## config.mk

```make
export PLATFORM = sky130hd
export DESIGN_NAME = mac_feeder
export DESIGN_NICKNAME = d
export VERILOG_FILES = /design/src/rtl/mac_feeder_pkg.sv /design/src/rtl/mac_weight_ram.sv /design/src/rtl/mac_feeder.sv
export SDC_FILE = /design/constraint.sdc
export NUM_CORES = 1
export LEC_CHECK = 0
export BUFFER_PORTS_ARGS = -buffer_cell sky130_fd_sc_hd__buf_2
export CAP_MARGIN = 0
export CORE_MARGIN = 8
export CORE_UTILIZATION = 45
export CTS_CLUSTER_SIZE = 28
export DETAILED_ROUTE_END_ITERATION = 7
export PLACE_DENSITY_LB_ADDON = 0.12
export RECOVER_POWER = 100
export SKIP_CTS_REPAIR_TIMING = 1
export SLEW_MARGIN = 20
export SYNTH_ARGS = -nofsm -noshare
export SYNTH_HDL_FRONTEND = slang
export SYNTH_SLANG_ARGS = --single-unit
```

## constraint.sdc

```tcl
create_clock -name clk -period 3.3 [get_ports clk]
set_input_delay 0 -clock clk [delete_from_list [all_inputs] [get_ports clk]]
set_output_delay 0 -clock clk [all_outputs]
set_load 0.005 [all_outputs]
```

## src/rtl/mac_feeder_pkg.sv

```systemverilog
// Shared types and default sizing for the MAC lane feeder.
// Derived sizes here describe the default configuration; the top derives its own from its parameters.
package mac_feeder_pkg;

   typedef enum logic [1:0] {
      STREAM = 2'd0,
      FLUSH  = 2'd1,
      WAIT   = 2'd2,
      HOLD   = 2'd3
   } state_t;

   localparam int DEF_LOG2_NO_VECS = 2;
   localparam int DEF_BW_IN        = 16;
   localparam int DEF_BW_W         = 2;
   localparam int DEF_BW_OUT       = 16;
   localparam int DEF_NUM_CYC      = 32;
   localparam int DEF_RES_LAT      = 4;

   localparam int NO_VECS = 1 << DEF_LOG2_NO_VECS;
   localparam int CNT_BW  = $clog2(DEF_NUM_CYC);
   localparam int WAIT_BW = $clog2(DEF_RES_LAT + 1);

endpackage

```

## src/rtl/mac_weight_ram.sv

```systemverilog
// Per-beat weight store: one synchronous write port, one combinational read port.
// A same-cycle write and read of one address returns the old contents; no reset.
module mac_weight_ram #(
   parameter int DEPTH = 32,
   parameter int WIDTH = 8
) (
   input  logic                     clk,
   input  logic                     we,
   input  logic [$clog2(DEPTH)-1:0] waddr,
   input  logic [WIDTH-1:0]         wdata,
   input  logic [$clog2(DEPTH)-1:0] raddr,
   output logic [WIDTH-1:0]         rdata
);

   logic [WIDTH-1:0] mem [DEPTH];

   always_ff @(posedge clk) begin
      if (we) mem[waddr] <= wdata;
   end

   assign rdata = mem[raddr];

endmodule

```

## src/rtl/mac_feeder.sv

```systemverilog
// Feeds NUM_CYC-beat frames plus a closing flush beat into a MAC lane and returns one result per frame.
// Beats reach mac_* one cycle after acceptance; s_ready stays low from the last beat until the result handshake.
module mac_feeder
   import mac_feeder_pkg::*;
#(
   parameter int LOG2_NO_VECS = DEF_LOG2_NO_VECS,
   parameter int BW_IN        = DEF_BW_IN,
   parameter int BW_W         = DEF_BW_W,
   parameter int BW_OUT       = DEF_BW_OUT,
   parameter int NUM_CYC      = DEF_NUM_CYC,
   parameter int RES_LAT      = DEF_RES_LAT
) (
   input  logic                                clk,
   input  logic                                rst,
   input  logic                                w_we,
   input  logic [$clog2(NUM_CYC)-1:0]          w_addr,
   input  logic [(1<<LOG2_NO_VECS)*BW_W-1:0]   w_data,
   input  logic                                s_valid,
   output logic                                s_ready,
   input  logic [(1<<LOG2_NO_VECS)*BW_IN-1:0]  s_data,
   output logic [(1<<LOG2_NO_VECS)*BW_IN-1:0]  mac_data,
   output logic [(1<<LOG2_NO_VECS)*BW_W-1:0]   mac_w,
   output logic                                mac_new_sum,
   input  logic [BW_OUT-1:0]                   mac_result,
   output logic                                m_valid,
   input  logic                                m_ready,
   output logic [BW_OUT-1:0]                   m_data
);

   localparam int NV = 1 << LOG2_NO_VECS;
   localparam int CW = $clog2(NUM_CYC);
   localparam int WB = $clog2(RES_LAT + 1);
   localparam logic [CW-1:0] LAST_BEAT = CW'(NUM_CYC - 1);

   state_t                state, state_nxt;
   logic [CW-1:0]         cnt, cnt_nxt;
   logic [WB-1:0]         wait_cnt, wait_nxt;
   logic [NV*BW_IN-1:0]   data_nxt;
   logic [NV*BW_W-1:0]    w_nxt, w_rd;
   logic                  ns_nxt, mv_nxt;
   logic [BW_OUT-1:0]     md_nxt;

   mac_weight_ram #(
      .DEPTH (NUM_CYC),
      .WIDTH (NV*BW_W)
   ) u_wram (
      .clk   (clk),
      .we    (w_we),
      .waddr (w_addr),
      .wdata (w_data),
      .raddr (cnt),
      .rdata (w_rd)
   );

   always_ff @(posedge clk) begin
      if (rst) begin
         state       <= STREAM;
         cnt         <= '0;
         wait_cnt    <= '0;
         mac_data    <= '0;
         mac_w       <= '0;
         mac_new_sum <= 1'b0;
         m_valid     <= 1'b0;
         m_data      <= '0;
      end else begin
         state       <= state_nxt;
         cnt         <= cnt_nxt;
         wait_cnt    <= wait_nxt;
         mac_data    <= data_nxt;
         mac_w       <= w_nxt;
         mac_new_sum <= ns_nxt;
         m_valid     <= mv_nxt;
         m_data      <= md_nxt;
      end
   end

   // Anything not explicitly driven defaults to a zero MAC input so idle cycles add nothing.
   always_comb begin
      state_nxt = state;
      cnt_nxt   = cnt;
      wait_nxt  = wait_cnt;
      data_nxt  = '0;
      w_nxt     = '0;
      ns_nxt    = 1'b0;
      mv_nxt    = m_valid;
      md_nxt    = m_data;
      s_ready   = 1'b0;
      case (state)
         STREAM: begin
            s_ready = 1'b1;
            if (s_valid) begin
               data_nxt = s_data;
               w_nxt    = w_rd;
               ns_nxt   = (cnt == '0);
               if (cnt == LAST_BEAT) begin
                  cnt_nxt   = '0;
                  state_nxt = FLUSH;
               end else begin
                  cnt_nxt = cnt + 1'b1;
               end
            end
         end
         FLUSH: begin
            ns_nxt    = 1'b1;
            wait_nxt  = WB'(RES_LAT);
            state_nxt = WAIT;
         end
         WAIT: begin
            if (wait_cnt == '0) begin
               md_nxt    = mac_result;
               mv_nxt    = 1'b1;
               state_nxt = HOLD;
            end else begin
               wait_nxt = wait_cnt - 1'b1;
            end
         end
         HOLD: begin
            if (m_ready) begin
               mv_nxt    = 1'b0;
               state_nxt = STREAM;
            end
         end
         default: state_nxt = STREAM;
      endcase
   end

endmodule
```

# Word level (Yosys, flattened, before mapping)
# Memory sizes are Yosys's and may differ from the RTL's. A register that Yosys moved wholly into a read port is not among the register bits.
# Cells that the tools add are included.
# W data, S select, Z words.
[op_classes] addsub=2 eq_ne=9 mux=16 bitwise=2 reduce_logical=11
[op_table] op="$ne A2 B2 Y1 const B" count=5
[op_table] op="$mux W2" count=4
[op_table] op="$pmux W2 S4" count=1
[op_table] op="$mux W1" count=6
[op_table] op="$pmux W3 S2" count=1
[op_table] op="$reduce_and A2 Y1" count=3
[op_table] op="$add A5 B1 Y5 const B" count=1
[op_table] op="$eq A5 B5 Y1 const B" count=1
[op_table] op="$logic_not A5 Y1" count=1
[op_table] op="$mux W5" count=1
[op_table] op="$eq A2 B2 Y1 const B" count=2
[op_table] op="$pmux W1 S2" count=2
[op_table] op="$reduce_and A4 Y1" count=1
[op_table] op="$reduce_bool A2 Y1" count=2
[op_table] op="$logic_not A3 Y1" count=1
[op_table] op="$mux W3" count=1
[op_table] op="$reduce_and A3 Y1" count=1
[op_table] op="$reduce_or A3 Y1" count=1
[op_table] op="$sub A3 B1 Y3 const B" count=1
[op_table] op="$eq A2 B1 Y1 const B" count=1
[op_table] op="$logic_not A2 Y1" count=1
[op_table] op="$not A1 Y1" count=2
[totals] regBits=92 mem_bits_rw=256 in_bits=98 out_inout_bits=91 wordCells=48 n_memories=1
[memory_table] memory="u_wram.mem" depth=32 width=8 read_ports=1 rd_clocked_by_memory_dff=1 wr=1 line_no="mac_weight_ram.sv:15" text="logic [WIDTH-1:0] mem [DEPTH];"

# Depth between registers and ports, before layout
[depth] depth_word=4 ltp_mapped=8 mapped_depth_nobuf=7

# Cells and area by module
# A second synthesis with hierarchy kept.
[unflattened] cells_unflattened=711 hier_area_um2=13061.3
[modules_own_cells] mod="mac_weight_ram" instances=1 cells_per_inst=409 area_each_um2=9893.2 seq_area_each_um2=7687.4
[modules_own_cells] mod="mac_feeder" instances=1 cells_per_inst=302 area_each_um2=3168.0 seq_area_each_um2=2001.9

# Worst setup path before layout
# No wires, ideal clock.
[synth_timing] kind="flip-flop to flip-flop" start="register cnt[3]" end="register state[1]" setup_time_ns=0.128 arrival_time_ns=1.756 required_time_ns=3.172 slack_ns=1.416 stages_incl_launch_ff=9 path_buffers=2 period_less_slack_ns=1.884 path_cell_list="dfxtp_1 > buf_2 > clkbuf_1 > and3_1 > ha_1 > nand2_1 > a221oi_1 > mux2i_1 > nor2_1"
[synth_via] elab_chain_cells=3
[synth_lines] item="start, declared" line_no="mac_feeder.sv:36" text="logic [CW-1:0] cnt, cnt_nxt;"
[synth_lines] item="start signal, assigned" line_no="mac_feeder.sv:67" text="cnt <= cnt_nxt;"
[synth_lines] item="$eq A5 B5 Y1" line_no="mac_feeder.sv:95" text="if (cnt == LAST_BEAT) begin"
[synth_lines] item="$ne A2 B2 Y1 (no line)"
[synth_lines] item="$reduce_and A4 Y1 (no line)"
[synth_lines] item="end signal, assigned" line_no="mac_feeder.sv:66" text="state <= state_nxt;"
[synth_lines] item="end, declared" line_no="mac_feeder.sv:35" text="state_t state, state_nxt;"
# No other way between the ends.
# A chain may end at the register's enable or synchronous reset.

==> flow_results.org <==
** Clocking
- TritonCTS clock tree :: built
- The number of clock buffers added by TritonCTS is 38.
- CTS saw 356 sinks.
- The H-tree was split into 2 levels.
- Counting along the longest clock path gives a buffer depth of 3.
- Clock latency on the worst-skew pair, taken at its later pin, is 510 ps.
- In this run the clock root is driven by a sky130_fd_sc_hd__clkbuf_16.
- Clock Pin Slew Worst Setup and Hold Paths :: 60 ps

** Timing
- The total count of hold-check failures in the final report came to 4.
- The smallest clock period supported by the final layout is computed as 2690 ps.
- Peak clock frequency supported by timing :: 372 MHz
- Setup repair after global routing missed its margin :: false
- Period utilisation layout :: 81.4%
- Slew at the pin closest to its max-slew limit :: 1650 ps
- Clock skew after layout :: 10.9 ps
- After layout, the worst setup slack is 613 ps.
- Relative max-transition margin :: -9.99%
- Setup violations remaining at the end of the flow were counted as 0.
- Final-layout worst hold slack :: -20.6 ps
- Setup total negative slack :: 0 ps
- The number of slew-limit violations in the final report came to 197.

** Critical path
- Worst Path Required :: 3750 ps
- R2R setup slack :: 610 ps
- Reg2Reg Launch Point :: cnt[2]
- Number of buffers and inverters on the critical path :: 2
- Number of cells on the critical path :: 5
- Worst setup path startpoint :: cnt[2]
- Slowest cell delay on critical path :: 800 ps
- Following the worst setup path forward leads to its endpoint at mac_w[4].
- FF-to-FF path depth :: 5
- Crit. End Element :: flip-flop
- The worst register-to-register path ends at mac_w[4].
- Among cell families on the critical path, the largest total delay comes from simple AND/OR/NAND/NOR gates.
- The slowest stage of the critical path belongs to the cell sky130_fd_sc_hd__nor2b_1.
- The critical path is of the reg2reg type.
- Of all nets on the critical path, the largest fanout is 13.
- The worst setup path is launched from a flip-flop.
- Arrival time reported for the critical path endpoint :: 3140 ps
- The signal on the critical path passes through clkbuf_1 -> nor2b_1 -> buf_4 -> a211o_1 -> and3_1.

** GRT
- The number of global-route vias before repair came to 7368.
- Largest net degree at the start of global routing :: 45
- Across every metal layer, demand over resource in global routing totals 17.3%.
- Grt ovf :: 0
- The first global-routing pass estimated 46600 um of wire.
- Number of antenna violations at the first check in global routing :: 1

** Power
- Per report_power, the clock group accounts for 43.0% of the total.
- Dividing total power by cell area gives a power density of 581 nW/um2.
- For this design the total switching power over the nets is 1940 uW.
- The internal portion of the total power is 7520 uW.
- IR Drop Worst-Case VDD :: 0.296 mV
- Sequential cells account for 51.9% of the total power.
- Net switching is 20.5% of the power.
- In this run the static leakage power is 0.00559 uW.
- In this run, the combinational gates consume 5.2% of the power.

** Synthesis
- Post-synthesis cell type count :: 39
- The commonest cells after synthesis are sky130_fd_sc_hd__edfxtp_1 (256), sky130_fd_sc_hd__dfxtp_1 (100), sky130_fd_sc_hd__and2_1 (64), sky130_fd_sc_hd__nand2_1 (55).
- The synthesized design spends more area on one cell type than any other, namely sky130_fd_sc_hd__edfxtp_1.
- After synthesis, the largest area contributor takes up 58.9% of total cell area.
- Proportion of synthesized chip area in sequential cells :: 74.2%
- Flip-flop cell with the highest count after synthesis :: sky130_fd_sc_hd__edfxtp_1
- Asr flop ratio synth :: 0%
- The cell count after synthesis came out at 775.
- Avg Inst Size Synth :: 16.8 um2
- Post-Syn Area :: 13100 um2
- Most common cell in the netlist :: sky130_fd_sc_hd__edfxtp_1
- Post-synth EDFFs :: 256
- By area the synthesized netlist is led by sky130_fd_sc_hd__edfxtp_1 (59%), sky130_fd_sc_hd__dfxtp_1 (15%), sky130_fd_sc_hd__mux4_2 (8.5%), sky130_fd_sc_hd__and2_1 (3.1%), sky130_fd_sc_hd__nand2_1 (1.6%).
- Synthesized netlist net count :: 882
- In this run, synthesis produced a sequential element count of 356.
- The Yosys step of the flow raised 0 warnings.

** Route
- Using the TritonRoute via totals, the vias-per-cell ratio works out to 5.22.
- The first TritonRoute pass finished after 5 iterations.
- The routed design has 32000 um of wire.
- The count of nets left with antenna violations once routing finished came out at 0.
- Number of vias after detailed routing :: 7668
- In the final routed layout, each cell accounts on average for 21.8 um.
- Detailed router's first-iteration violation count :: 501
- For this run, design rule violations remaining after detail routing come to 0.

** Run
- Max_cap viols :: 6

** Layout
- Combined area of the multi-input logic cells :: 3160 um2
- In the final layout, flip-flops and latches occupy 9700 um2.
- Layout overhead on the synthesized area :: 24.9%
- Number of inserted filler cells in the final layout :: 2248
- Fin area :: 16300 um2
- The finished layout holds 1470 standard cells, fillers aside.
- For this run, the post-layout net count is 1163.
- Of the cells placed in the final design, the portion with a size suffix greater than 1 is 21.2%.

** Floorplanning
- Measured along the x axis, the die boundary spans 186 um.
- 189 I/O pins were placed.
- The die covers 34700 um2.
- For this configuration, the core starts out at a cell density of 45.6%.
- Row generation in the floorplan step produced 62 rows.
- Measured along the y axis, the die boundary spans 186 um.
- After floorplanning, the core was sized to cover 28600 um2.

** Placement
- Detailed Place HPWL :: 20500 um
- IO Port Bufs :: 188
- Placed Cells :: 1318
- Final RePlAce weighted congestion :: 0.801
- DP Worst Slack :: 1000 ps
- Summing all placed instances gives a cell area of 14400 um2.

** Worst hold path
- The tightest min-delay check is of the in2reg type.

** Outcome
- The run finished, with violations left.
- The checks that failed: hold timing, capacitance limit, slew limit.
==> kinds of logic after synthesis <==
| group | count (synthesis) | share of synthesized area [%] |
|---|---|---|
| mux | 82 | 11.3 |
| buf+inv | 45 | 1.58 |
| compound gates | 65 | 3.55 |
| flops | 356 | 74.2 |
| fa+ha+maj | 9 | 0.863 |
| simple gates | 218 | 8.51 |
==> power by group through the flow <==
stage          sequential [uW]  combinational, uW  clock (uW)
2_1_floorplan             4980                219           0
3_3_place_gp              5000                421           0
6_report                  4910                489        4070
4_1_cts                   4910                425        4130
3_5_place_dp              5000                424           0
5_1_grt                   4920                530        4330
==> sequential cells by signal (all words and copies together) (netlist names) <==
signal / count
cnt: 5
m_data: 16
m_valid: 1
mac_data: 64
mac_new_sum: 1
mac_w: 8
state: 2
u_wram.mem: 256
wait_cnt: 3
==> cell usage in the layout (no fill, tap or decap), types with 9 or more instances in the layout <==
cell type / count
sky130_fd_sc_hd__mux4_2: 49
sky130_fd_sc_hd__and2_1: 47
sky130_fd_sc_hd__dlygate4sd3_1: 82
sky130_fd_sc_hd__and3_1: 10
sky130_fd_sc_hd__mux2i_1: 17
sky130_fd_sc_hd__mux2_2: 15
sky130_fd_sc_hd__ha_1: 9
sky130_fd_sc_hd__a21oi_1: 22
sky130_fd_sc_hd__clkbuf_16: 41
sky130_fd_sc_hd__buf_2: 95
sky130_fd_sc_hd__dfxtp_1: 98
sky130_fd_sc_hd__and2_0: 17
sky130_fd_sc_hd__nand2_1: 55
sky130_fd_sc_hd__nor2_1: 48
sky130_fd_sc_hd__edfxtp_1: 256
sky130_fd_sc_hd__clkbuf_1: 100
sky130_fd_sc_hd__nand3_1: 13
==> how the worst min path moves through the flow <==
stage	start	to	slack (ps)	cells past startpoint
6_report	rst	wait_cnt[0]	-20	2
5_1_grt	rst	wait_cnt[0]	4	2
4_1_cts	s_data[18]	mac_data[18]	-340	2
3_5_place_dp	s_data[36]	mac_data[36]	200	2
3_3_place_gp	s_data[22]	mac_data[22]	200	2
2_1_floorplan	w_data[0]	u_wram.mem[0][0]	100	0
==> metrics by stage <==
stage	total power (uW)	hold WS, ps	utilization (%)
6_report	9470	-20.6	56.9
3_5_place_dp	5420	202	50.3
4_1_cts	9460	-336	54.5
3_3_place_gp	5420	199	50.3
5_1_grt	9780	4.01	56.9
2_1_floorplan	5200	98.9	-
==> metal layers <==
layer | global-route usage [%] | part of all wire, % | vias to the layer above
li1 | - | - | 3511
met1 | 23.5 | 45 | 3790
met2 | 26.9 | 46 | 325
met3 | 5.11 | 7.1 | 42
met4 | 4.43 | 2.0 | 0
met5 | 0 | 0 | -
==> layout make-up <==
class                           count  share of cell area [%]
Sequential cell                   356                    59.5
Multi-Input combinational cell    374                    19.4
Clock inverter                     17                   0.676
Antenna cell                        1                  0.0154
Inverter                            7                   0.161
Tap cell                          384                    2.95
Clock buffer                       52                    6.75
Timing Repair Buffer              279                    10.5
(Power assumes the default switching activity.)
